===== src/rtl/swu_pkg.sv =====
// Shared definitions for the SWU constant-ROM read path.
package swu_pkg;

  typedef enum logic [1:0] {
    IDLE  = 2'd0,
    FETCH = 2'd1,
    DRAIN = 2'd2,
    DONE  = 2'd3
  } swu_state_t;

  localparam int SWU_DEPTH = 29;
  localparam int SWU_AW    = 5;
  localparam int SWU_DW    = 32;

endpackage


===== src/rtl/swu_skid_fifo.sv =====
// Two-entry register FIFO; entry 0 is always the head so the output is
// stable until popped.
module swu_skid_fifo #(
  parameter int W = 33
) (
  input  logic         clk,
  input  logic         rst_n,
  input  logic         push,
  input  logic [W-1:0] din,
  input  logic         pop,
  output logic [W-1:0] dout,
  output logic [1:0]   occ
);

  logic [W-1:0] d0, d1;

  always_ff @(posedge clk or negedge rst_n) begin
    if (!rst_n) begin
      d0  <= '0;
      d1  <= '0;
      occ <= 2'd0;
    end else begin
      case ({push, pop})
        2'b10: begin
          if (occ == 2'd0) d0 <= din;
          else             d1 <= din;
          occ <= occ + 2'd1;
        end
        2'b01: begin
          d0  <= d1;
          occ <= occ - 2'd1;
        end
        2'b11: begin
          if (occ == 2'd2) begin
            d0 <= d1;
            d1 <= din;
          end else begin
            d0 <= din;
          end
        end
        default: ;
      endcase
    end
  end

  assign dout = d0;

endmodule


===== src/rtl/swu_rom_reader.sv =====
// Streams ROM words 0..DEPTH-1 as a valid/ready stream with a last flag.
//   state | meaning
//   IDLE  | waiting for start
//   FETCH | issuing ROM reads while buffer space allows
//   DRAIN | all reads issued, waiting for the last handshake
//   DONE  | one-cycle done pulse
module swu_rom_reader
  import swu_pkg::*;
#(
  parameter int DEPTH = SWU_DEPTH,
  parameter int AW    = SWU_AW,
  parameter int DW    = SWU_DW
) (
  input  logic          clk,
  input  logic          rst_n,
  input  logic          start,
  output logic          rom_en,
  output logic [AW-1:0] rom_addr,
  input  logic [DW-1:0] rom_data,
  output logic          m_valid,
  input  logic          m_ready,
  output logic [DW-1:0] m_data,
  output logic          m_last,
  output logic          busy,
  output logic          done
);

  localparam logic [AW:0]   DEPTH_M1  = (AW+1)'(DEPTH - 1);
  localparam logic [AW-1:0] LAST_ADDR = AW'(DEPTH - 1);

  swu_state_t    state, state_d;
  logic          rom_en_d;
  logic [AW-1:0] rom_addr_d;
  logic [AW:0]   issued, issued_d;
  logic          rd_pend, rd_last;
  logic          push, pop, pend_n, room;
  logic [1:0]    occ;
  logic [2:0]    occ_n;
  logic [DW:0]   head;

  swu_skid_fifo #(.W(DW + 1)) u_fifo (
    .clk   (clk),
    .rst_n (rst_n),
    .push  (push),
    .din   ({rd_last, rom_data}),
    .pop   (pop),
    .dout  (head),
    .occ   (occ)
  );

  assign m_valid = (occ != 2'd0);
  assign m_data  = head[DW-1:0];
  assign m_last  = head[DW];
  assign pop     = m_valid & m_ready;
  // The ROM holds its output while rom_en=0, so a returned word may wait
  // there until the buffer has room; a new read is only issued when the
  // word it displaces is guaranteed to be captured first.
  assign push    = rd_pend & ((occ != 2'd2) | pop);
  assign occ_n   = 3'(occ) + 3'(push) - 3'(pop);
  assign pend_n  = rom_en | (rd_pend & ~push);
  assign room    = (occ_n + {2'b00, pend_n}) < 3'd3;

  assign busy = (state != IDLE);
  assign done = (state == DONE);

  always_comb begin
    state_d    = state;
    rom_en_d   = 1'b0;
    rom_addr_d = rom_addr;
    issued_d   = issued;
    case (state)
      IDLE: begin
        if (start) begin
          state_d    = FETCH;
          rom_en_d   = 1'b1;
          rom_addr_d = '0;
          issued_d   = (AW+1)'(1);
        end
      end
      FETCH: begin
        if (room) begin
          rom_en_d   = 1'b1;
          rom_addr_d = issued[AW-1:0];
          issued_d   = issued + (AW+1)'(1);
          if (issued == DEPTH_M1) state_d = DRAIN;
        end
      end
      DRAIN: begin
        if (pop && m_last) state_d = DONE;
      end
      DONE: state_d = IDLE;
      default: state_d = IDLE;
    endcase
  end

  always_ff @(posedge clk or negedge rst_n) begin
    if (!rst_n) begin
      state    <= IDLE;
      rom_en   <= 1'b0;
      rom_addr <= '0;
      issued   <= '0;
      rd_pend  <= 1'b0;
      rd_last  <= 1'b0;
    end else begin
      state    <= state_d;
      rom_en   <= rom_en_d;
      rom_addr <= rom_addr_d;
      issued   <= issued_d;
      rd_pend  <= pend_n;
      if (rom_en) rd_last <= (rom_addr == LAST_ADDR);
    end
  end

endmodule


===== config.mk =====
export PLATFORM = sky130hd
export DESIGN_NAME = swu_rom_reader
export DESIGN_NICKNAME = d
export VERILOG_FILES = /design/src/rtl/swu_pkg.sv /design/src/rtl/swu_skid_fifo.sv /design/src/rtl/swu_rom_reader.sv
export SDC_FILE = /design/constraint.sdc
export NUM_CORES = 1
export LEC_CHECK = 0
export ABC_AREA = 0
export CAP_MARGIN = 25
export CORE_MARGIN = 2
export CORE_UTILIZATION = 51
export DETAILED_ROUTE_END_ITERATION = 6
export GPL_TIMING_DRIVEN = 0
export PLACE_DENSITY = 0.86
export SETUP_SLACK_MARGIN = 0.4
export SYNTH_ARGS = -nofsm -noshare
export SYNTH_HDL_FRONTEND = slang
export SYNTH_SLANG_ARGS = --single-unit

===== constraint.sdc =====
create_clock -name clk -period 4.1 [get_ports clk]
set_clock_uncertainty 0.2 [all_clocks]
set_input_delay 0.41 -clock clk [delete_from_list [all_inputs] [get_ports clk]]
set_output_delay 0.41 -clock clk [all_outputs]
set_load 0.005 [all_outputs]

Word-level counts from Yosys, hierarchy flattened
Index checks and enable logic that the tools add are counted.

Reduce and logical (&&, ||, !) cells: 13. Equality and inequality tests: 17. $add $sub $neg: 6. Mux-type cells: 21. Order comparisons: 1. Bitwise logic cells: 6.

Operators with widths (number): $mux W33 (4); $pmux W33 S3 (1); $pmux W33 S2 (1); $mux W6 (2); $ne A2 B2 Y1 const B (6); $pmux W6 S2 (1); $eq A2 B2 Y1 const B (5); $mux W5 (2); $pmux W5 S2 (1); $reduce_bool A2 Y1 (5); $mux W2 (4); $pmux W2 S4 (1); $add A6 B1 Y6 const B (1); $eq A6 B5 Y1 const B (1); $reduce_and A3 Y1 (2); $eq A5 B5 Y1 const B (1); $eq A2 B1 Y1 const B (2); $logic_not A2 Y1 (2); $ne A2 B1 Y1 const B (2); $pmux W2 S2 (1); $reduce_and A4 Y1 (1); $add A2 B1 Y3 (1); $add A3 B1 Y3 (1); $and A1 B1 Y1 (3); other kinds (11) (13).

Bits of input ports: 36. Bits in registers: 84. Output and inout bits: 42. Word-level logic and storage cells: 73.

Longest topological paths before layout
Gate-level depths: netlist of run 1.

Depth after elaboration: 11. Mapped depth: 11. Depth with buffers taken out: 9.

By module
A second synthesis of run 1 with hierarchy kept.

Cells, all modules: 373. Area total of the unflattened synthesis: 4002.6 um^2.

Modules (own cells, without submodules): swu_skid_fifo (cells an instance 280, times used 1, area an instance 3072.9 um^2, seq. area each 1701.6 um^2); swu_rom_reader (cells an instance 93, times used 1, area an instance 929.6 um^2, seq. area each 400.4 um^2).

Worst setup path before layout of run 1
OpenSTA, ideal clock, no wires.

Path kind: reg-to-reg. Start: register rd_pend. End: register issued[5]. Arrival time: 3168 ps. Setup time: 77 ps. Required time: 3823 ps. Period minus slack after synthesis: 3445 ps. Path buffers: 1. Setup slack: 655 ps. Stages on the path, launching flop included: 11. Cell sequence: dfrtp_1 > clkbuf_1 > nor2b_1 > a21oi_1 > ha_1 > fa_1 > fa_1 > xor2_1 > a2111o_1 > or4_1 > a21oi_1.

Longest elaborated chain between the ends: 8. Elaborated cells on any way between the ends: 10. Those cells by class: add/sub: 3; order compare: 1; eq/ne: 1; bitwise: 4; reduce/logical: 1.

Ends and longest elaborated chain: from (decl) (line swu_rom_reader.sv:35) `logic rd_pend, rd_last;`; from (signal assigned) (line swu_rom_reader.sv:109) `rd_pend <= pend_n;`; parallel branches: the longest is 4 deep, another holds $add A2 B1 Y3; $add A3 B1 Y3 * (line swu_rom_reader.sv:61) `assign room = (occ_n + {2'b00, pend_n}) < 3'd3;`; $lt A3 B2 Y1 * (line swu_rom_reader.sv:61); $ne A2 B2 Y1 (no line) *; $reduce_and A3 Y1 (no line) *; to (signal assigned) (line swu_rom_reader.sv:108) `issued <= issued_d;`; to (decl) (line swu_rom_reader.sv:34) `logic [AW:0] issued, issued_d;`.

Mark *: on every way between the ends. A chain may end at the register's enable or synchronous reset.

Final worst setup path of run 1
Ends and elaborated chain as after synthesis.

==> results of run 1 <==
[state kept, by name, indices dropped and copies added (netlist names)]
signal and flops:
u_fifo.d1 33, u_fifo.dout 33, issued 6, rom_addr 5, state 2, u_fifo.occ 2, rd_last 1, rd_pend 1
rom_en 1
[critical path, delay by kind of cell (launching register included)]
kind                     cells  cell delay, ps
adder cells (fa/ha/maj)      3            1050
AO/OA/AOI/OAI                3             800
XOR/XNOR                     1             180
buffers and inverters        1             150
flip-flops                   1             370
AND/OR/NAND/NOR              2             710
[per-stage QoR]
step | cell area (um2) | TNS, ps
3_5_place_dp | 4619 | 0
4_1_cts | 4803 | 0
2_1_floorplan | 3700 | 0
5_1_grt | 4810 | 0
6_report | 4810 | 0
3_3_place_gp | 4594 | -40540
[power by group through the flow]
stage          Combinational [mW]  Clock [mW]  Sequential (mW)
6_report                     1.74       0.532             1.44
3_3_place_gp                 1.68           0             1.43
3_5_place_dp                 1.75           0             1.45
4_1_cts                      1.76       0.542             1.44
5_1_grt                      1.92       0.582             1.49
2_1_floorplan                1.05           0             1.42
[synth_stat cells]
cell / instances / area share
dfrtp_1: 84 / 0.57
mux2_2: 35 / 0.11
a22o_1: 31 / 0.073
a21o_1: 26 / 0.053
nand2_1: 14 / 0.014
o21ai_0: 12 / 0.016
inv_1: 10 / 0.010
clkbuf_1: 9 / 0.0091
ha_1: 8 / 0.027
mux2i_1: 8 / 0.022
a21oi_1: 6 / 0.0081
buf_2: 6 / 0.0081
nor2_1: 6 / 0.0061
nand3_1: 5 / 0.0068
nor2b_1: 4 / 0.0068
or3_1: 4 / 0.0068
nor3_1: 3 / 0.0041
fa_1: 2 / 0.011
o31ai_1: 2 / 0.0041
a2111o_1: 1 / 0.0030
a21boi_2: 1 / 0.0030
a221o_1: 1 / 0.0027
a22oi_1: 1 / 0.0020
a31oi_1: 1 / 0.0017
buf_6: 1 / 0.0030
nand2b_1: 1 / 0.0017
nor3b_1: 1 / 0.0020
o211a_1: 1 / 0.0027
o211ai_1: 1 / 0.0020
o21a_1: 1 / 0.0020
o41ai_1: 1 / 0.0024
or2_2: 1 / 0.0017
or3b_2: 1 / 0.0024
or4_1: 1 / 0.0020
xnor2_1: 1 / 0.0024
xor2_1: 1 / 0.0024
[cell type report]
type / instances / area (um2)
clock buffer: 9 / 123.9
clock inverter: 6 / 50.05
buffer: 16 / 76.32
inverter: 10 / 37.54
multi-input combinational: 182 / 1488
sequential: 84 / 2102
fill: 547 / 2327
timing repair buffer: 79 / 808.3
tap: 99 / 123.9
[routing by layer]
| layer | GRT usage | part of all wire | up-vias |
|---|---|---|---|
| met3 | 0.02862 | 0.034 | 14 |
| met4 | 0.08548 | 0.023 | 0 |
| met1 | 0.2966 | 0.44 | 1334 |
| met5 | 0 | 0 | - |
| met2 | 0.3394 | 0.50 | 58 |
| li1 | - | - | 1241 |
[what timing repair did]
| item | 4_1_cts | 5_1_grt |
|---|---|---|
| hold buffers | 1 | 0 |
| hold endpoints to repair | 20 | 0 |
| endpoints found under the setup margin | 0 | 12 |
| resized for setup | 0 | 4 |
[final timing paths]
path	start	endpoint	slack [ps]	cells after the start
max	rd_pend$_DFF_PN0_	issued[5]$_DFFE_PN0P_	570	10
min	rst_n	u_fifo.d1[31]$_DFFE_PN0P_	280	2
max reg2reg	rd_pend$_DFF_PN0_	issued[5]$_DFFE_PN0P_	570	10
min reg2reg	u_fifo.dout[20]$_DFFE_PN0P_	u_fifo.dout[20]$_DFFE_PN0P_	290	2
max in group asynchronous	rst_n	u_fifo.dout[8]$_DFFE_PN0P_	2820	3
min in group clk	u_fifo.dout[20]$_DFFE_PN0P_	u_fifo.dout[20]$_DFFE_PN0P_	290	2
[kinds of logic (layout without fill, tap and decap cells)]
| group | count (synthesis) | in the layout | share of synthesized area |
|---|---|---|---|
| xor gates and xnor gates | 2 | 2 | 0.004735 |
| adders and majority gates | 10 | 10 | 0.03788 |
| DFF | 84 | 84 | 0.5681 |
| AOI/OAI and AO/OA | 86 | 86 | 0.1762 |
| and+or+nand+nor | 41 | 41 | 0.05445 |
| muxes | 43 | 43 | 0.1282 |
| buffers and inverters | 26 | 120 | 0.03044 |
==> results.tsv, run 1 <==
metric	value	unit
status	finished clean	
worst_ep_required_time	4170	ps
dp.cells	469	
max_slew_margin	0.6187	
dp_slack	88.02	ps
p_comb_frac	0.469	
diodes	0	
endpoint_kind	flop	
die_h	89.18	um
die_x	89.18	um
ant_nets	0	
num_io_pins	78	
p_sw	1.295	mW
internal-power	2.419	mW
peakVddDrop	0.0003589	V
clk_pin_slew_worst_paths	90	ps
numCtsBuffers	9	
grt_pass1_vias	2670	
hold_violations	0	
clock_latency	350	ps
p_per_area	772.2	nW/um2
port_buffers	77	
drive_gt1_frac	0.1658	
syn_inst	292	
gr-total-overflow	0	
worst_path_largest_cell_delay	520	ps
slowest_stage	or4_1	
hold_ws	281.9	ps
final_util	0.6739	
vias_per_cell	5.458	
hp-class	in2async	
fmax	283.6	MHz
track_usage	0.2125	
fin_crit	3527	ps
grt_max_degree	65	
power.share.clock	0.143	
setup_viol	0	
fp.coreArea	7137	um2
seq_power_share	0.388	
fin_cells	485	
root_buffer	clkbuf_8	
switching_share	0.3488	
die_area	7952	um2
min_period_over_period	0.8602	
cts_buffer_depth	2	
worstPathCellList	clkbuf_2 -> nor2b_2 -> a21oi_1 -> ha_1 -> fa_1 -> fa_1 -> xor2_1 -> a2111o_1 -> or4_1 -> a21oi_1	
ys_seq_area_frac	0.5681	
ys_seq_elements	84	
setup_slack	573.3	ps
wl_per_cell	16.39	um
nets	428	
maxCapViolCount	0	
wl	7.947	mm
yosysWarningCount	0	
grt_first_pass_wirelength	12.89	mm
dp.final_hpwl	5.705	mm
p_leak	2.232	nW
vias	2647	
clock_sinks	84	
worstSetupPathType	reg2reg	
htree_levels	3	
tightest_slew	569.9	ps
rsz0062_at_grt	false	
netlist_area	3700	um2
initial_utilization	0.5184	
power	3.714	mW
synth_cell_type_count	36	
drt-pass1-iter-count	4	
worstPathArrival	3600	ps
core.rowCount	31	
drt-initial-drc-count	131	
finalMaxSlewViolations	0	
antenna_found_initial	0	
area_growth	30.00	%
cts_tree	yes	
syn_nets	338	
drc_errors	0	
mostFrequentLayoutCells	dfrtp_1, clkdlybuf4s50_1, mux2_2	
cp_max_fo	7	
final_common_cell	dfrtp_1	
crit_path_start_kind	flop	
place.gp.congestion	0.7711	
avgSynthCellArea	12.67	um2
post_cts_buffers	0	
Power figures use the tool's default switching activity.
==> run 2, diff against run 1 <==
--- a/config.mk
+++ b/config.mk
@@ -8,11 +8,11 @@
 export ABC_AREA = 0
 export CAP_MARGIN = 25
 export CORE_MARGIN = 2
-export CORE_UTILIZATION = 51
+export CORE_UTILIZATION = 46
 export DETAILED_ROUTE_END_ITERATION = 6
 export GPL_TIMING_DRIVEN = 0
-export PLACE_DENSITY = 0.86
-export SETUP_SLACK_MARGIN = 0.4
+export PLACE_DENSITY = 0.82
+export SETUP_SLACK_MARGIN = 0.3
 export SYNTH_ARGS = -nofsm -noshare
 export SYNTH_HDL_FRONTEND = slang
 export SYNTH_SLANG_ARGS = --single-unit
==> constraint.sdc (replaced) <==
create_clock -name clk -period 2.9 [get_ports clk]
set_clock_uncertainty 0.2 [all_clocks]
set_input_delay 0.29 -clock clk [delete_from_list [all_inputs] [get_ports clk]]
set_output_delay 0.29 -clock clk [all_outputs]
set_load 0.005 [all_outputs]
==> run 2 against run 1 <==
  * The flow now finishes with violations (setup timing)
  * Final cell count is 3.3% higher
  * First-iteration DRC count up 12%
  * Flip-flop and latch count unchanged
  * Maximum frequency up 7.4%
  * Design area grew 5.7%
  * Non-clock buffer count is 12 higher
  * Die area increased by 10%
  * Power grew 54%
  * Worst hold slack worse by 77 ps
  * Highest routed layer unchanged
  * Combinational power increased by 64%
  * Critical path type unchanged
  * Utilization down 1.9 points
==> results.tsv, run 2 (synthesis gave the netlist of run 1 again) <==
metric	value	unit	change
status	finished, violations left		
violations	setup timing		
die_x	93.68	um	+5.1%
numCtsBuffers	9		unchanged
cp_max_fo	5		-2
endpoint_kind	flop		
grt_pass1_vias	2844		+6.5%
worst_path_largest_cell_delay	440	ps	-80 ps
finalMaxSlewViolations	0		unchanged
worst_ep_required_time	2970	ps	-1200 ps
internal-power	3.758	mW	+55%
cp.buffers_inverters	2		+1
switching_share	0.3446		-0.004177
power	5.734	mW	+54%
nets	440		+2.8%
vias	2738		+3.4%
worstSetupPathType	reg2reg		
cp_top_family	adder cells		
root_buffer	clkbuf_8		
hold_violations	0		unchanged
place.gp.congestion	0.7726		+0.19%
mostFrequentLayoutCells	dfrtp_1, clkdlybuf4s50_1, mux2_2		
initial_utilization	0.4763		-0.04209
reg2regPathDepth	11		+1
vias_per_cell	5.465		+0.13%
port_buffers	77		unchanged
core.rowCount	32		+3.2%
drt-initial-drc-count	147		+12%
fin_crit	3284	ps	-242.2 ps
grt_max_degree	60		-7.7%
htree_levels	3		unchanged
cp-startpoint	u_fifo.occ[1]$_DFFE_PN0P_		
r2r-end	issued[3]$_DFFE_PN0P_		
p_per_area	1128	nW/um2	+46%
seq_power_share	0.356		-0.032
drt-pass1-iter-count	4		unchanged
wl_per_cell	16.76	um	+2.3%
diodes	0		unchanged
drc_errors	0		unchanged
clock_sinks	84		unchanged
dp.final_hpwl	5.715	mm	+0.17%
num_io_pins	78		unchanged
clock_latency	350	ps	about the same
p_comb_frac	0.497		+0.028
r2r_setup_slack	-380	ps	-960 ps
setup_slack	-384.4	ps	-957.8 ps
ant_nets	0		unchanged
die_area	8776	um2	+10%
fmax	304.5	MHz	+7.4%
worstPathCellList	buf_6 -> nor2b_4 -> a21oi_4 -> ha_4 -> fa_2 -> fa_2 -> xor2_2 -> a2111o_1 -> buf_6 -> or3_4 -> a21oi_2		
p_leak	2.343	nW	+5.0%
final_common_cell	dfrtp_1		
fp.coreArea	7767	um2	+8.8%
power.share.clock	0.147		+0.004
reg2reg_from	u_fifo.occ[1]$_DFFE_PN0P_		
drive_gt1_frac	0.2456		+0.07981
crit_path_start_kind	flop		
maxCapViolCount	0		unchanged
peakVddDrop	0.0005306	V	+48%
cts_tree	yes		
hp-class	in2async		
track_usage	0.2033		-0.009239
hold_ws	205.2	ps	-76.68 ps
gr-total-overflow	0		unchanged
slowest_stage	a2111o_1		
grt_first_pass_wirelength	13.93	mm	+8.1%
p_sw	1.976	mW	+53%
cts_buffer_depth	2		unchanged
wl	8.398	mm	+5.7%
max_slew_margin	0.6244		+0.005740
clk_pin_slew_worst_paths	90	ps	about the same
area_growth	37.40	%	
min_period_over_period	1.133		+0.2724
setup_viol	13		+13
tightest_slew	563.4	ps	-6.505 ps
die_h	93.68	um	+5.1%
antenna_found_initial	0		unchanged
rsz0062_at_grt	true		
worstPathArrival	3360	ps	-240 ps
run 2: cell types whose count changed in the layout (fill, tap and decap cells not counted), moves of 3 or more:
cell        previous run  this run
buf_4                  1        13
a21oi_1                6         2
a21oi_2                0         3
clkinvlp_4             4         1
o21ai_0               12         9
run 2: cell type report:
cell class | count | area (um2)
inverters | 10 | 37.54
clock inverters | 6 | 71.32
plain buffers | 16 | 108.9
fillers | 607 | 2684
multi-input cells | 182 | 1610
clock buffers | 10 | 127.6
flip-flops and latches | 84 | 2102
repair buffers | 91 | 898.4
well taps | 102 | 127.6
run 2: worst register-to-register path, cell delays in order (launching register included):
cell and delay (ps):
dfrtp_1 400, buf_6 130, nor2b_4 130, a21oi_4 170
ha_4 220, fa_2 390, fa_2 380, xor2_2 160
a2111o_1 440, buf_6 150, or3_4 320, a21oi_2 130
run 2: timing repair:
item	4_1_cts	5_1_grt
gates resized for setup	12	15
hold endpoints to repair	25	0
pin swaps	12	12
hold buffers	1	0
endpoints found under the setup margin	14	22
buffers inserted	10	2
run 2: power groups by stage:
| stage | clock network (mW) | logic (mW) | registers [mW] |
|---|---|---|---|
| after floorplan | 0 | 1.55 | 2.01 |
| after global placement | 0 | 2.44 | 2.03 |
| after detailed placement | 0 | 2.54 | 2.06 |
| after CTS | 0.864 | 2.76 | 2.03 |
| after global routing | 0.917 | 3.12 | 2.11 |
| final | 0.843 | 2.85 | 2.04 |
run 2: layer usage:
| layer | track usage | vias up | share of wire |
|---|---|---|---|
| met2 | 0.3446 | 68 | 0.52 |
| met4 | 0.07488 | 0 | 0.017 |
| met1 | 0.2688 | 1398 | 0.42 |
| met3 | 0.02568 | 12 | 0.036 |
| met5 | 0 | - | 0 |
| li1 | - | 1260 | - |
run 2: metrics by stage:
stage / TNS [ps] / utilization / setup WS (ps) / std cells / instance area [um2]
2_1_floorplan: -3085 / - / -305.4 / 292 / 3737
3_3_place_gp: -142560 / 0.5968 / -1588 / 471 / 4636
3_5_place_dp: -10250 / 0.6000 / -815.9 / 472 / 4661
4_1_cts: -4295 / 0.6429 / -415.4 / 499 / 4994
5_1_grt: -5578 / 0.6545 / -466.6 / 501 / 5084
6_report: -4421 / 0.6545 / -384.4 / 501 / 5084
run 2: worst max-delay path by stage:
| stage | endpoint | depth (start not counted) |
|---|---|---|
| 2_1_floorplan | issued[5]$_DFFE_PN0P_ | 10 |
| 3_3_place_gp | u_fifo.d1[17]$_DFFE_PN0P_ | 1 |
| 3_5_place_dp | issued[5]$_DFFE_PN0P_ | 10 |
| 4_1_cts | issued[5]$_DFFE_PN0P_ | 10 |
| 5_1_grt | issued[3]$_DFFE_PN0P_ | 11 |
| 6_report | issued[3]$_DFFE_PN0P_ | 11 |
==> run 3, diff against run 2 <==
--- a/config.mk
+++ b/config.mk
@@ -5,13 +5,13 @@
 export SDC_FILE = /design/constraint.sdc
 export NUM_CORES = 1
 export LEC_CHECK = 0
-export ABC_AREA = 0
+export ABC_AREA = 1
 export CAP_MARGIN = 25
 export CORE_MARGIN = 2
-export CORE_UTILIZATION = 46
+export CORE_UTILIZATION = 47
 export DETAILED_ROUTE_END_ITERATION = 6
 export GPL_TIMING_DRIVEN = 0
-export PLACE_DENSITY = 0.82
+export PLACE_DENSITY = 0.83
 export SETUP_SLACK_MARGIN = 0.3
 export SYNTH_ARGS = -nofsm -noshare
 export SYNTH_HDL_FRONTEND = slang
==> run 3 against run 2 <==
  * The flow now finishes without violations
  * Die area grew 4.1%
  * First-iteration DRC count shrank 4.1%
  * Global-route usage grew 1.9 points
  * Critical path type unchanged
  * Critical endpoint is now state[0]$_DFFE_PN0P_
  * Largest power group unchanged
==> results.tsv, run 3 <==
metric	value	unit	change
status	finished clean		
track_usage	0.2221		+0.01885
grt_max_degree	53		-12%
ant_nets	0		unchanged
die_x	95.59	um	+2.0%
gr-total-overflow	0		unchanged
port_buffers	77		unchanged
num_io_pins	78		unchanged
worstPathCellList	inv_4 -> nor2_4 -> a31oi_4 -> ha_4 -> fa_2 -> fa_1 -> inv_1 -> nand2_1 -> nand3_2 -> buf_4 -> a21oi_4 -> nand2_2 -> nand2_1 -> nand2_1		
cp_max_fo	3		-2
die_h	95.59	um	+2.0%
cp.buffers_inverters	3		+1
worstPathArrival	2840	ps	-520 ps
synth_common_cells	nand2_1, dfrtp_1, inv_1		
setup_viol	0		-13
drt-initial-drc-count	141		-4.1%
rsz0062_at_grt	true		
setup_slack	110.7	ps	+495.2 ps
antenna_found_initial	0		unchanged
reg2reg_from	u_fifo.occ[1]$_DFFE_PN0P_		
max_slew_margin	0.6895		+0.06510
yosysMostFrequentCell	nand2_1		
maxCapViolCount	0		unchanged
final_common_cell	nand2_1		
netlist_area	3943	um2	+6.6%
mostFrequentLayoutCells	nand2_1, dfrtp_1, clkdlybuf4s50_1		
diodes	0		unchanged
final_util	0.6449		-0.009544
root_buffer	clkbuf_8		
nets	590		+34%
grt_first_pass_wirelength	15.60	mm	+12%
grt_pass1_vias	3502		+23%
drt-pass1-iter-count	4		unchanged
synth_cell_type_count	25		-31%
slowest_stage	fa_1		
worstSetupPathType	reg2reg		
peakVddDrop	0.0006516	V	+23%
ys_seq_area_frac	0.5332		-0.03498
worst_ep_required_time	2960	ps	about the same
drive_gt1_frac	0.1475		-0.09807
dp.final_hpwl	6.519	mm	+14%
wl	9.537	mm	+14%
synth_edf_count	0		unchanged
crit_path_start_kind	flop		
yosysWarningCount	0		unchanged
cp-startpoint	u_fifo.occ[1]$_DFFE_PN0P_		
hp-class	in2reg		
fmax	358.5	MHz	+18%
place.gp.congestion	0.7891		+2.1%
synth-main-ff-cell	dfrtp_1		
synthArstFlopShare	1.000		unchanged
vias_per_cell	5.243		-4.1%
worst_path_largest_cell_delay	480	ps	+40 ps
fin_cells	654		+31%
clk_pin_slew_worst_paths	80	ps	about the same
finalMaxSlewViolations	0		unchanged
synth_top_area_frac	0.5332		-0.03498
dp.cells	629		+33%
final_area	5273	um2	+3.7%
p_per_area	1118	nW/um2	-0.90%
fin_crit	2789	ps	-495.2 ps
cts_tree	yes		
busiest_layer	met2		
area_growth	33.74	%	
synthTopCellsByArea	dfrtp_1, nand2_1, inv_1, nand3_1, o211ai_1		
hold_violations	0		unchanged
cpMostUsedCell	nand2_1		
cp_top_family	adder cells		
use_met2	0.3846		+0.03997
endpoint_kind	flop		
drc_errors	0		unchanged
grt_util_met3	0.05296		+0.02728
syn_inst	446		+53%
p_leak	2.492	nW	+6.3%
core.rowCount	33		+3.1%
tightest_slew	465.7	ps	-97.65 ps
syn_nets	492		+46%
setup_tns	0	ps	+4421 ps
ys_seq_elements	84		unchanged
fp.coreArea	8175	um2	+5.3%
die_area	9137	um2	+4.1%
dp_slack	-287.6	ps	+528.3 ps
placed_area	4890	um2	+4.9%
cts_buffer_depth	2		unchanged
wl_per_cell	14.58	um	-13%
avgSynthCellArea	8.840	um2	-30%
numCtsBuffers	9		unchanged
yosys.area.top_type	dfrtp_1		
clock_latency	360	ps	about the same
hold_path_startpoint	m_ready		
grt_util_met1	0.2744		+0.005601
htree_levels	3		unchanged
min_period_over_period	0.9618		-0.1707
clock_sinks	84		unchanged
vias	3429		+25%
initial_utilization	0.4822		+0.005926
run 3: worst register-to-register path: stages, from the launching register on:
cell     delay [ps]
dfrtp_2         460
inv_4            80
nor2_4           40
a31oi_4         150
ha_4            230
fa_2            330
fa_1            480
inv_1            40
nand2_1          80
nand3_2         100
buf_4           160
a21oi_4         170
nand2_2          70
nand2_1          50
nand2_1          50
run 3: final cells by class:
class	count	area, um2
clock inverters	6	70.07
repair buffers	87	872.1
well taps	105	131.4
inverters	53	203.9
multi-input cells	283	1548
flip-flops and latches	84	2103
clock buffers	10	137.6
plain buffers	26	206.4
fillers	654	2903
run 3: path summary, 6_finish.rpt:
kind | to | slack [ps] | cells after the start
worst max-delay path | state[0]$_DFFE_PN0P_ | 110 | 14
min in group asynchronous | u_fifo.dout[0]$_DFFE_PN0P_ | 210 | 2
max in group asynchronous | u_fifo.dout[17]$_DFFE_PN0P_ | 1680 | 3
worst min-delay path | u_fifo.occ[1]$_DFFE_PN0P_ | 160 | 4
worst max register to register | state[0]$_DFFE_PN0P_ | 110 | 14
worst min register to register | u_fifo.d1[27]$_DFFE_PN0P_ | 290 | 2
run 3: logic make-up (layout without fill, tap and decap cells):
kind of cell,count (synthesis),count (layout),share of synthesized area
and+or+nand+nor,179,179,0.1930
adders and majority gates,10,10,0.03555
xor gates and xnor gates,1,1,0.002222
AOI/OAI and AO/OA,92,92,0.1333
buffers and inverters,79,182,0.1003
muxes,1,1,0.002539
DFF,84,84,0.5332
run 3: power by group:
part,switching (mW),leakage [nW],internal (mW),total [mW]
combinational,1.59,1.40,1.45,3.04
clock,0.454,0.0955,0.427,0.881
sequential,0.281,0.997,1.69,1.97
run 3: what timing repair did:
action / CTS / global route
pin swaps: 10 / 5
setup endpoints to repair: 13 / 14
gates cloned: 1 / 0
hold buffers: 1 / 0
resized for setup: 17 / 12
hold endpoints to repair: 32 / 0
buffers inserted: 5 / 2
run 3: per-stage QoR:
step / power [mW] / hold slack, ps
after floorplan: 3.616 / -205.6
after global placement: 4.569 / 262.8
after detailed placement: 4.709 / 68.94
after CTS: 5.818 / 211.5
after global routing: 6.355 / 178.5
final: 5.893 / 157.8
run 3: per-layer routing:
metal,vias to the layer above,part of all wire,wire length (um)
met1,1680,0.42,4002
met2,93,0.51,4898
li1,1639,-,-
met5,-,0,0
met4,0,0.015,140
met3,17,0.052,496
==> edit 1 (config.mk and constraints of run 3) <==
`rom_addr` no longer has a reset.
--- a/src/rtl/swu_rom_reader.sv
+++ b/src/rtl/swu_rom_reader.sv
@@ -99,3 +99,2 @@
       rom_en   <= 1'b0;
-      rom_addr <= '0;
       issued   <= '0;
@@ -106,3 +105,2 @@
       rom_en   <= rom_en_d;
-      rom_addr <= rom_addr_d;
       issued   <= issued_d;
@@ -113,2 +111,6 @@
 
+  always_ff @(posedge clk) begin
+    rom_addr <= rom_addr_d;
+  end
+
 endmodule
Function: differs if rst_n is asserted again (counterexample within 4 cycles, from zero or initial values and one cycle with rst_n low); with rst_n held inactive, the same outputs for 10 cycles.
==> edit 1 against run 3 <==
The flow now finishes with violations (setup timing); synthesized cell count is 1.3% lower; sequential cell count stayed put; routed wire length fell by 1.4%; core utilization is 0.087 points higher; sequential power grew 3%; critical path depth shrank 1; final area grew 0.64%; worst setup slack worse by 0.15 ns; area after synthesis rose by 1.2%; power up 1.7%; die area grew 1.2%; critical endpoint is now rom_addr[4]$_SDFFCE_PN0P_.
==> edit 1: results (changes against run 3) <==
* Status: complete, but fails checks
- Violated checks: setup timing
- Number of warnings reported in the yosys synthesis log: 0 (unchanged)
* Pin count of the biggest net entering global routing: 50 (-5.7%)
* Critical Path AT: 2.81 ns (-0.03 ns)
* Gpl congestion: 0.839 (+6.3%)
* Number of fill cells: 656 (+0.31%)
* HP Class: in2async
* Final setup margin: -0.0372 ns (-0.148 ns)
- The commonest cells after synthesis are 96 x nand2_1, 79 x dfrtp_1, 56 x inv_1.
- Number of global-route vias before repair: 3,239 (-7.5%)
- Yosys attributes the largest share of cell area to dfrtp_1 50%, nand2_1 9.0%, inv_1 5.3%.
* Number of cells after detailed placement: 623 (-0.95%)
* Number of distinct library cells after synthesis: 27 (+8.0%)
- Average via count per standard cell: 5.18 (-1.1%)
- Compound-Gate Fraction of Synth Area: 0.150 (+0.0162)
* Xor/xnor cell area share of the yosys netlist: 0.00219 (-0.0000272)
- Share of flip-flops with an asynchronous set or reset after synthesis: 0.940 (-0.0595)
- Post-CTS clock slew at the launch and capture registers of the worst setup and hold paths: 0.08 ns (about the same)
- Highest fanout seen on the critical path: 5 (+2)
- Global-route wire length before repair: 15.5 mm (-0.84%)
- The number of enable-type register cells in the synthesized netlist is 5 (+5).
* Share of synthesized cell area in full adder, half adder and majority cells: 0.0351 (-0.000435)
* Setup-failing EPs final: 6 (+6)
- Syn Nets: 486 (-1.2%)
- Total track usage: 0.216 (-0.00594)
- Worst-case clock buffer depth: 2 (unchanged)
* Via count: 3,364 (-1.9%)
- The fraction of layout instances using a drive strength above 1 was 0.188 (+0.0400).
- Part of the Yosys area used for sequential elements: 0.533 (about the same)
- Setup TNS after final layout: -0.180 ns (-0.180 ns)
* Sum of routed wire length over all layers: 9.41 mm (-1.4%)
- The most used flip-flop cell after synthesis is dfrtp_1.
- The placed cell area is 4950 µm² (+1.2%).
* Worst slew margin relative to its limit: 0.715 (+0.0252)
- Sum of net half-perimeters after detailed placement: 6.49 mm (-0.45%)
- The synthesized instance count is 440 (-1.3%).
* Antenna violations before repair: 0 (unchanged)
- The leakage power figure was 0.00248 µW (-0.59%).
- Mux share of post-synthesis cell area: 0.00251 (-0.0000310)
- Worst IR Drop VDD: 0.530 mV (-19%)
- First DRT Iteration DRCs: 102 (-28%)
- The number of nets in the final layout came to 587 (-0.51%).
- The count of input and output buffers is 77 (unchanged).
## edit 1: per-stage QoR
step                worst slack, ns   util  power (µW)
global placement              -1.65  0.599        4750
floorplan                    0.0847      -        3750
detailed placement           -0.457  0.602        4900
finish                      -0.0372  0.646        5990
global route                 -0.158  0.646        6500
CTS                         0.00671  0.642        5970
## edit 1: logic make-up (layout without fill, tap and decap cells)
| kind of cell | Yosys count | after routing |
|---|---|---|
| adders and majority gates | 10 | 10 |
| buffers and inverters | 85 | 189 |
| and+or+nand+nor | 167 | 167 |
| DFF | 84 | 84 |
| muxes | 1 | 1 |
| AOI/OAI and AO/OA | 92 | 92 |
| xor gates and xnor gates | 1 | 1 |
## edit 1: critical path, stage by stage, from the launching register on
cell	delay, ns
dfrtp_2	0.45
inv_2	0.10
nor2_4	0.05
a31oi_4	0.20
ha_4	0.23
fa_2	0.35
fa_1	0.48
inv_1	0.04
nand2_1	0.06
nand3_2	0.09
nand2_2	0.11
nand3_4	0.09
buf_6	0.15
inv_6	0.06
## edit 1: where the power goes
part | internal [µW] | total (µW) | switching [µW]
registers | 1750 | 2030 | 275
logic | 1520 | 3170 | 1650
clock network | 385 | 795 | 410
total | 3660 | 5990 | 2330
## edit 1: final timing paths
path / from / endpoint / slack [ns] / cells past startpoint
max: u_fifo.occ[1]$_DFFE_PN0P_ / rom_addr[4]$_SDFFCE_PN0P_ / -0.04 / 13
min: rst_n / u_fifo.dout[20]$_DFFE_PN0P_ / 0.22 / 2
max reg2reg: u_fifo.occ[1]$_DFFE_PN0P_ / rom_addr[4]$_SDFFCE_PN0P_ / -0.04 / 13
min reg2reg: u_fifo.dout[3]$_DFFE_PN0P_ / u_fifo.dout[3]$_DFFE_PN0P_ / 0.29 / 2
max in group asynchronous: rst_n / u_fifo.d1[6]$_DFFE_PN0P_ / 1.70 / 3
min in group clk: m_ready / u_fifo.occ[1]$_DFFE_PN0P_ / 0.23 / 4
## edit 1: timing repair
action	4_1_cts	5_1_grt
hold buffers	1	0
hold endpoints to repair	30	0
setup buffers	8	2
gates cloned	1	0
pin swaps	8	2
resized for setup	14	5
setup endpoints to repair	13	14
## edit 1: final cells by class
type,count,area share
plain buffers,26,0.0335
multi-input cells,271,0.294
inverters,59,0.0427
flip-flops and latches,84,0.401
well taps,105,0.0248
repair buffers,90,0.170
clock inverters,5,0.0104
clock buffers,9,0.0233
## edit 1: layer usage
metal	up-vias	track usage	share of wire
li1	1614	-	-
met1	1637	0.288	0.44
met2	98	0.354	0.49
met3	15	0.0431	0.057
met4	0	0.0726	0.014
met5	-	0	0
==> edit 2 (flow settings as in run 3) <==
Made on the original files. Change the package constant `SWU_DW` from 32 to 64.
--- a/src/rtl/swu_pkg.sv
+++ b/src/rtl/swu_pkg.sv
@@ -12,3 +12,3 @@
   localparam int SWU_AW    = 5;
-  localparam int SWU_DW    = 32;
+  localparam int SWU_DW    = 64;
 
Interface: changed (resized m_data and rom_data); port bits go from 78 to 142. The function was not compared with the original's and may differ.
==> edit 2 against run 3 <==
Area after synthesis up 70%; sequential cell count up 64; power up 75%; first-iteration DRC count rose to 3.6 times the old value; via count up 66%; count of clock-buffer cells in the layout up 14; worst setup slack worse by 0.10 ns; routed wire length up 69%; highest routed layer unchanged; sequential share of layout area up 0.90 points; largest power group unchanged; final area up 72%; critical path type unchanged; sequential power up 83%; clock power up 130%; worst hold slack better by 0.087 ns.
==> edit 2: results (changes against run 3) <==
* Global-route wire length before repair: 26.4 mm (+69%)
* Master cell of the clock root buffer: clkbuf_16
- The fraction of the mapped netlist area in adder cells came to 0.0209 (-0.0146).
* Critical Path AT: 3.00 ns (+0.16 ns)
- Gpl congestion: 0.828 (+4.9%)
* Status: finished clean
* Post-Place Setup Slack: -0.467 ns (-0.179 ns)
- The number of iterations in the first detailed-routing pass is 5 (+1).
- The total nets after synthesis was 852 (+73%).
- Worst IR Drop VDD: 0.595 mV (-8.7%)
* Num CTS Buffers: 17 (+8)
- The worst slew margin relative to its limit is 0.551 (-0.138).
* Compound-Gate Fraction of Synth Area: 0.172 (+0.0383)
- The part of the Yosys area used for sequential elements came to 0.553 (+0.0202).
- Share of layout cells above drive strength 1: 0.124 (-0.0239)
- Number of fill cells: 1,124 (+72%)
- Sum of routed wire length over all layers: 16.1 mm (+69%)
- The number of nets in the final layout is 1,021 (+73%).
- The fraction of power spent switching nets was 0.364 (-0.0302).
- Number of global-route vias before repair: 5,492 (+57%)
- Number of I/O port buffers: 141 (+83%)
- The placed cell area was 8400 µm² (+72%).
- Clock network latency to the later pin of the worst-skew pair: 0.41 ns (+0.05 ns)
* Pin count of the biggest net entering global routing: 79 (+49%)
* Total track usage: 0.223 (+0.00121)
- HP Class: in2async
* Leak: 0.00441 µW (+77%)
* Top area cells in the synthesized netlist: dfrtp_1 55%, nand2_1 14%, o21ai_1 9.8%
* Xor/xnor cell area share of the yosys netlist: 0 (-0.00222)
- Highest fanout seen on the critical path: 8 (+5)
- The via total after detailed routing was 5,690 (+66%).
* Total number of H-tree levels: 4 (+1)
- The flop-to-flop setup slack came to 0.01 ns (-0.10 ns).
* First DRT Iteration DRCs: 505 (+260%)
- The ratio of final minimum period to clock period is 0.996 (+0.0343).
- Area of all placed cells without fillers: 9080 µm² (+72%)
- Most used standard cells in the synthesized netlist: 243 x nand2_1, 148 x dfrtp_1, 131 x o21ai_1
* Mux share of post-synthesis cell area: 0 (-0.00254)
[edit 2: metrics by stage]
step / TNS, ns / total power, µW / instances / hold WS, ns
floorplan: 0 / 6100 / 774 / -0.206
global placement: -675.48 / 7840 / 1095 / 0.262
detailed placement: -5.59 / 8000 / 1096 / 0.144
CTS: 0 / 10200 / 1132 / 0.237
global route: -1.43 / 11100 / 1134 / 0.252
finish: 0 / 10300 / 1134 / 0.245
[edit 2: cell type report]
type	instances	share of cell area
multi-input combinational	494	0.270
clock buffer	24	0.0508
tap	180	0.0248
buffer	46	0.0359
inverter	86	0.0355
clock inverter	6	0.00881
timing repair buffer	150	0.166
sequential	148	0.408
[edit 2: repair_timing]
item | in CTS | in global routing
pin swaps | 9 | 3
hold endpoints to repair | 70 | 0
setup endpoints to repair | 14 | 14
resized for setup | 11 | 13
buffers inserted | 4 | 2
hold buffers | 1 | 0
cloned | 1 | 0
[edit 2: critical path, delay by kind of cell (launching register included)]
family                     cells  cell delay, ns
AOI/OAI and AO/OA              1            0.16
adders and majority gates      3            1.02
buffers and inverters          4            0.34
DFF                            1            0.40
and+or+nand+nor                8            0.65
[edit 2: final timing paths]
kind | start | cells after the start | end
setup reg to reg | u_fifo.occ[1]$_DFFE_PN0P_ | 16 | issued[1]$_DFFE_PN0P_
hold / removal | rst_n | 2 | u_fifo.d1[18]$_DFFE_PN0P_
hold reg to reg | u_fifo.d1[24]$_DFFE_PN0P_ | 2 | u_fifo.d1[24]$_DFFE_PN0P_
min in group clk | rom_data[63] | 3 | u_fifo.d1[63]$_DFFE_PN0P_
setup / recovery | u_fifo.occ[1]$_DFFE_PN0P_ | 16 | issued[1]$_DFFE_PN0P_
max in group asynchronous | rst_n | 3 | u_fifo.d1[45]$_DFFE_PN0P_
[edit 2: cells by family (layout without fill, tap and decap cells)]
| group | Yosys count | after routing |
|---|---|---|
| adder cells (fa/ha/maj) | 10 | 10 |
| AO/OA/AOI/OAI | 214 | 214 |
| AND/OR/NAND/NOR | 270 | 270 |
| flip-flops | 148 | 148 |
| buffers and inverters | 132 | 312 |
[edit 2: power groups by stage]
stage	Sequential, µW	Clock [µW]	Combinational (µW)
5_1_grt	3720	2180	5210
3_5_place_dp	3610	0	4380
2_1_floorplan	3570	0	2530
3_3_place_gp	3580	0	4260
6_report	3600	2040	4650
4_1_cts	3590	2070	4530
[edit 2: metal layers]
layer	routed length (µm)	global-route usage	up-vias
met1	7250	0.298	2710
met2	7770	0.357	159
met4	360	0.0902	0
met5	0	0	-
li1	-	-	2796
met3	696	0.0461	25
